`src/rtl/pack_posit_seq.sv`:
```
// Sequential posit encoder: turns decoded posit fields (sign, regime k,
// exponent, 1.frac mantissa, zero/NaR flags) into an N-bit posit word with
// round-to-nearest-even. The regime run is shifted in one bit per cycle,
// and both sides use valid/ready handshakes.
module pack_posit_seq #(
  parameter int N         = 16,
  parameter int ES        = 1,
  parameter int K_SIZE    = $clog2(N) + 1,
  parameter int MANT_SIZE = N - 2 - ES
) (
  input  logic                 clk,
  input  logic                 rst,
  input  logic                 in_valid,
  output logic                 in_ready,
  input  logic                 sign,
  input  logic [K_SIZE-1:0]    k,
  input  logic [ES-1:0]        exp,
  input  logic [MANT_SIZE-1:0] mant,
  input  logic                 is_zero,
  input  logic                 is_nar,
  output logic                 out_valid,
  input  logic                 out_ready,
  output logic [N-1:0]         bits
);

  typedef enum logic [1:0] {IDLE, SHIFT, ROUND, DONE} state_t;

  state_t              state, state_next;
  logic [N-1:0]        ext;
  logic                sticky;
  logic [K_SIZE-1:0]   cnt;
  logic                r_q;
  logic                sign_q;

  logic                accept;
  int                  k_int;
  int                  k_clamp;
  int                  run_len;
  logic                clamped;
  logic                r_load;
  logic [ES-1:0]       exp_load;
  logic [MANT_SIZE-2:0] frac_load;
  logic [N-1:0]        ext_load;
  logic [K_SIZE-1:0]   cnt_load;

  logic [N-2:0]        body;
  logic                guard;
  logic                round_up;
  logic [N-1:0]        mag;
  logic [N-1:0]        bits_round;

  // The hidden bit of mant is implied by the encoding and never read.
  logic unused_hidden;
  assign unused_hidden = mant[MANT_SIZE-1];

  assign in_ready = (state == IDLE) && !rst;
  assign accept   = in_valid && in_ready;

  // State register.
  // NOTE: sequential state uses non-blocking assignments so every register
  // samples the pre-edge values, independent of statement order.
  always_ff @(posedge clk or posedge rst) begin
    if (rst) state <= IDLE;
    else     state <= state_next;
  end

  // Next-state logic.
  // NOTE: every combinational output is assigned a default first so no path
  // leaves it unassigned, which would otherwise infer a latch.
  always_comb begin
    state_next = state;
    case (state)
      IDLE:  if (accept) state_next = (is_nar || is_zero) ? DONE : SHIFT;
      SHIFT: if (cnt == K_SIZE'(1)) state_next = ROUND;
      ROUND: state_next = DONE;
      DONE:  if (out_ready) state_next = IDLE;
      default: state_next = IDLE;
    endcase
  end

  // Load values: clamp k into the representable regime range, then derive
  // the regime polarity, run length and the initial shift register contents.
  always_comb begin
    k_int     = int'($signed(k));
    k_clamp   = k_int;
    clamped   = 1'b0;
    if (k_int > N - 2) begin
      k_clamp = N - 2;
      clamped = 1'b1;
    end else if (k_int < -(N - 2)) begin
      k_clamp = -(N - 2);
      clamped = 1'b1;
    end
    r_load    = (k_clamp >= 0);
    run_len   = r_load ? k_clamp + 1 : -k_clamp;
    // A clamped value saturates to maxpos/minpos, so its tail is dropped.
    exp_load  = clamped ? '0 : exp;
    frac_load = clamped ? '0 : mant[MANT_SIZE-2:0];
    ext_load  = {~r_load, exp_load, frac_load, 2'b00};
    cnt_load  = K_SIZE'(run_len);
  end

  // Round-to-nearest-even on the shifted word and apply the sign.
  always_comb begin
    body       = ext[N-1:1];
    guard      = ext[0];
    round_up   = guard && (sticky || body[0]);
    mag        = {1'b0, body} + N'(round_up);
    bits_round = sign_q ? (~mag + N'(1)) : mag;
  end

  // Datapath: load on accept, shift the regime in, round, hold the result.
  always_ff @(posedge clk or posedge rst) begin
    if (rst) begin
      ext       <= '0;
      sticky    <= 1'b0;
      cnt       <= '0;
      r_q       <= 1'b0;
      sign_q    <= 1'b0;
      bits      <= '0;
      out_valid <= 1'b0;
    end else begin
      case (state)
        IDLE: begin
          if (accept) begin
            sign_q <= sign;
            if (is_nar) begin
              bits      <= {1'b1, {(N-1){1'b0}}};
              out_valid <= 1'b1;
            end else if (is_zero) begin
              bits      <= '0;
              out_valid <= 1'b1;
            end else begin
              ext    <= ext_load;
              sticky <= 1'b0;
              cnt    <= cnt_load;
              r_q    <= r_load;
            end
          end
        end
        SHIFT: begin
          ext    <= {r_q, ext[N-1:1]};
          sticky <= sticky | ext[0];
          cnt    <= cnt - K_SIZE'(1);
        end
        ROUND: begin
          bits      <= bits_round;
          out_valid <= 1'b1;
        end
        DONE: begin
          if (out_ready) out_valid <= 1'b0;
        end
        default: ;
      endcase
    end
  end

endmodule

```
`config.mk`:
```
export PLATFORM = sky130hd
export DESIGN_NAME = pack_posit_seq
export DESIGN_NICKNAME = d
export VERILOG_FILES = /design/src/rtl/pack_posit_seq.sv
export SDC_FILE = /design/constraint.sdc
export NUM_CORES = 1
export LEC_CHECK = 0
export ABC_CLOCK_PERIOD_IN_PS = 6200
export CAP_MARGIN = 20
export CORE_AREA = 4 4 94 96
export CTS_BUF_LIST = sky130_fd_sc_hd__clkbuf_4 sky130_fd_sc_hd__clkbuf_8
export DETAILED_ROUTE_END_ITERATION = 16
export DIE_AREA = 0 0 98 100
export GPL_TIMING_DRIVEN = 0
export PLACE_DENSITY = 0.72
export SLEW_MARGIN = 20
export SYNTH_ARGS = -nofsm -noshare
export SYNTH_HDL_FRONTEND = slang
export SYNTH_SLANG_ARGS = --single-unit
```
`constraint.sdc`:
```
create_clock -name clk -period 6.2 [get_ports clk]
set_clock_uncertainty 0.05 [all_clocks]
set_input_delay 0.62 -clock clk [delete_from_list [all_inputs] [get_ports clk]]
set_output_delay 0.62 -clock clk [all_outputs]
set_load 0.05 [all_outputs]
```
; Yosys cells after proc, flatten, opt, wreduce, memory -nomap -nowiden
; Cells that the tools add are included.
[op_classes]
add_sub_neg = 5
mul = 0
div_mod_pow = 0
n_lt_le_gt_ge = 3
n_eq_ne = 10
n_shift = 0
mux = 34
bitwise_logic = 5
n_reduce_logical = 16
[op_table]
columns = operator, n
row1 = $mux 16, 7
row2 = $mux 32, 2
row3 = $pmux 16 s2, 2
row4 = $ge 32x1->1 const B, 1
row5 = $mux 5, 4
row6 = $add 15x1->16, 1
row7 = $add 16x1->16 const B, 1
row8 = $not 16->16, 1
row9 = $mux 12, 1
row10 = $reduce_and 4->1, 3
row11 = $mux 1, 10
row12 = $ne 2x2->1 const B, 5
row13 = $pmux 5 s2, 1
row14 = $mux 2, 4
row15 = $pmux 2 s4, 1
row16 = $reduce_and 3->1, 2
row17 = $add 5x2->5 const B, 1
row18 = $eq 5x1->1 const B, 1
row19 = $gt 5x5->1 const B, 1
row20 = $lt 5x5->1 const B, 1
row21 = $neg 5->5, 1
row22 = $sub 5x1->5 const B, 1
row23 = $eq 2x2->1 const B, 2
row24 = $reduce_bool 2->1, 2
row25 = 12 further kinds, 17
[word_totals]
ff_bits = 43
latch_bits = 0
ram_bits = 0
romBits = 0
input_bits = 26
out_inout_bits = 18
wordCells = 81
n_memories = 0

; Depth between registers and ports, before layout
[depth]
depth_word = 9
depth_mapped = 11
mapped_depth_nobuf = 11

; Worst setup path after synthesis
; OpenSTA, ideal clock, no wires.
[synth_path]
kind = flip-flop to flip-flop
from = reg ext[1]
to = reg bits[15]
setup_ps = 126
t_arrival_ps = 2451
t_required_ps = 6024
path_slack_ps = 3573
path_stages_with_launch = 10
n_path_buf = 1
synth_period_minus_slack_ps = 2627
path_cell_list = dfrtp_1 o21a_1 ha_1 and3_1 buf_6 a2111oi_4 o211ai_1 or3_4 o311ai_1 nand2_1
[synth_between]
elab_chain_len = 7
[synth_rtl]
columns = item, line_no
row1 = start: declaration, 29  ; logic [N-1:0] ext;
row2 = start signal: assignment, 134  ; ext <= ext_load;
row3 = start signal: assignment, 142  ; ext <= {r_q, ext[N-1:1]};
row4 = $logic_or 1x1->1, 107  ; round_up = guard && (sticky || body[0]);
row5 = $logic_and 1x1->1, 107
row6 = $add 15x1->16 (*), 108  ; mag = {1'b0, body} + N'(round_up);
row7 = $not 16->16, 109  ; bits_round = sign_q ? (~mag + N'(1)) : mag;
row8 = $add 16x1->16, 109
row9 = $mux 16 (*), 109
row10 = $pmux 16 s2 (*), 123  ; case (state)
row11 = end signal: assignment, 128  ; bits <= {1'b1, {(N-1){1'b0}}};
row12 = end signal: assignment, 147  ; bits <= bits_round;
row13 = end: declaration, 23  ; output logic [N-1:0] bits
; Every way passes the cells marked *; elsewhere a longest branch is shown, timed or not.
; A chain may end at the register's enable or synchronous reset.

; Worst setup path after layout
; Same ends and word-level chain as after synthesis.

==> reports/metrics.csv <==
metric,value,unit
drc_errors,0,
cts-htree-levels,2,
synth-simple-area-share,0.199,
setup_viol,0,
cts_tree,built,
holdCritPathClass,flop to flop,
rsz0062_at_grt,false,
r2r_cells,9,
synth_fa_ha_area_frac,0.0519,
synth_edf_count,0,
overflow,0,
boundaryPins,44,
drt_pass1_iterations,6,
cp-startpoint,ext[1],
dr_total_vias,2860,
nNetsFinal,457,
min_period,2910,ps
r2r_start,ext[1],
grt_pass1_wl,13.1,mm
mostFrequentLayoutCells,"nand2_1 (47), dfrtp_1 (43), clkdlybuf4s50_1 (42)",
cts_root_buffer,clkbuf_8,
async_flop_share,1.00,
core_area,0.00805,mm^2
routedWlPerCell,14.4,um
p_clk_frac,0.132,
rrSetupSlack,3290,ps
finalWirelength,7.54,mm
syn_to_final_growth,22.0,%
fin_tns_setup,0,ps
drive_above_1_share,0.0835,
path_delay_family,compound AO/OA/AOI/OAI gates,
cp_slowest_cell,or3_4,
numPortBuffers,42,
vdd_drop_max,0.000130,V
path_buf_inv,1,
fp.dieH,100,um
post_cts_buffers,0,
synth_area,0.00313,mm^2
path_class,flop to flop,
die_area,0.00980,mm^2
place_ws,2950,ps
synthesis.nets,407,
hold_depth,2,
crit_fanout,6,
die_w,98,um
via_per_inst,5.46,
worstMarginPinSlew,639,ps
worstSetupStartpointType,flop,
drt_iter0_markers,148,
diodes,0,
final_common_cell,nand2_1,
dp_hpwl,5.87,mm
cts_buffers,5,
hold_viol,0,
initial_core_util,0.389,
crit_chain,o21a_1 -> ha_1 -> and3_1 -> buf_6 -> a2111oi_4 -> o211ai_1 -> or3_4 -> o311ai_1 -> nand2_1,
ant_nets,0,
reg2reg_to,bits[15],
clock-sinks,43,
slowest_delay,440,ps
drv_cap,0,
synth-seq-cells,43,
yosys_warnings,0,
power_switching,0.837,mW
seqPwrFrac,0.262,
p_leak,1.53,nW
synth_xor_area_frac,0.0755,
p_int,0.906,mW
path_clk_slew,80,ps
cts_resized,0,
synth_top_family_by_area,compound AO/OA/AOI/OAI gates,
required,6340,ps
syn_inst,368,
arrival,3050,ps
slew_viol_final,0,
synth_ff_type,dfrtp_1,
first_global_vias,2745,
synthDistinctLibCells,65,
synthTopCellsByArea,"dfrtp_1 (34%), nand2_1 (5.6%), xnor2_1 (5.6%), ha_1 (5.2%), o21ai_0 (3.8%)",
ys_seq_area_frac,0.343,
switching_share,0.480,
ctsHoldBuffers,0,
synth_mux_area_frac,0.0168,
place_congestion,0.886,
setup_ws,3290,ps
p_per_area,456,mW/mm^2
antenna_found_initial,0,
clk_latency,300,ps
max-slew-margin-rel,0.574,
clockBufferDepth,2,
cp-endpoint,bits[15],
status,"complete, no violations",
grt_max_degree,26,
design_area,0.00382,mm^2
crit_cells,9,
synth_top_cell_area_share,0.343,
clock.fmax,343,MHz
synth_compound_area_frac,0.252,
fillCellCount,782,
synth.avg_cell_area,8.51,um^2
track_usage,0.157,
pwr-share-comb,0.606,
timing.final.crit_share,0.470,
crit_path_end_kind,flop,
rows,33,
dpl-instance-area,0.00370,mm^2
synth.largest_area_cell,dfrtp_1,
-- how the worst min path moves through the flow --
stage,from,to,slack (ps)
after global routing,bits[1],bits[1],460
after detailed placement,bits[1],bits[1],410
after floorplan,r_q,r_q,400
after global placement,bits[1],bits[1],410
final,bits[2],bits[2],430
after CTS,bits[2],bits[2],440
-- flip-flops by register name (all words and copies together), names as in the netlist --
name	flops
out_valid	1
bits	16
r_q	1
cnt	5
state	2
sign_q	1
ext	16
sticky	1
-- cells in the mapped netlist, drive strengths merged (4+ instances only) --
master	n
a2111oi	4
a211oi	4
a21oi	21
a22oi	13
and2	5
buf	9
clkbuf	15
dfrtp	43
ha	13
inv	21
nand2	47
nand3	11
nand4	5
nor2	19
nor2b	4
nor3	10
nor4	5
o21ai	30
o31ai	7
or3	4
xnor2	20
xor2	7
-- layout make-up --
| type | instances | area, um^2 | share of cell area |
|---|---|---|---|
| clock buffer | 6 | 82.6 | 0.0216 |
| timing repair buffer | 43 | 440 | 0.115 |
| buffer | 24 | 113 | 0.0295 |
| clock inverter | 2 | 35.0 | 0.00917 |
| multi-input combinational | 280 | 1870 | 0.488 |
| sequential | 43 | 1080 | 0.282 |
| tap | 105 | 131 | 0.0344 |
| inverter | 21 | 78.8 | 0.0206 |
-- routing by layer --
metal  part of all wire  up-vias  global-route usage
met2               0.47       71               0.273
met3              0.049        8              0.0243
met1               0.46     1346               0.205
li1                   -     1435                   -
met5                  0        -                   0
met4              0.015        0              0.0405
-- power groups by stage --
stage | clock [mW] | sequential (mW) | combinational, mW
3_5_place_dp | 0 | 0.462 | 1.05
3_3_place_gp | 0 | 0.457 | 1.03
6_report | 0.230 | 0.457 | 1.06
2_1_floorplan | 0 | 0.561 | 0.680
4_1_cts | 0.233 | 0.457 | 1.06
5_1_grt | 0.245 | 0.472 | 1.17
-- worst register-to-register path, cell delays in order (launching register included) --
cell       delay [ps]
dfrtp_1           430
o21a_1            230
ha_1              280
and3_1            230
buf_6             130
a2111oi_4         400
o211ai_1          220
or3_4             440
o311ai_1          310
nand2_1            90
-- per-stage QoR --
step                utilization  hold slack [ps]  total power, mW  std cells
global route              0.475              458             1.88        524
finish                    0.475              434             1.74        524
global placement          0.458              408             1.48        515
floorplan                     -              401             1.24        368
detailed placement        0.460              410             1.51        516
CTS                       0.475              443             1.75        524
-- kinds of logic (layout without fill, tap and decap cells) --
| logic type | Yosys count | after routing |
|---|---|---|
| AO/OA/AOI/OAI | 112 | 112 |
| XOR/XNOR | 27 | 27 |
| adder cells (fa/ha/maj) | 13 | 13 |
| buffers and inverters | 45 | 96 |
| flip-flops | 43 | 43 |
| multiplexers | 5 | 5 |
| AND/OR/NAND/NOR | 123 | 123 |
Note: power is estimated with default switching activity, not from simulation.
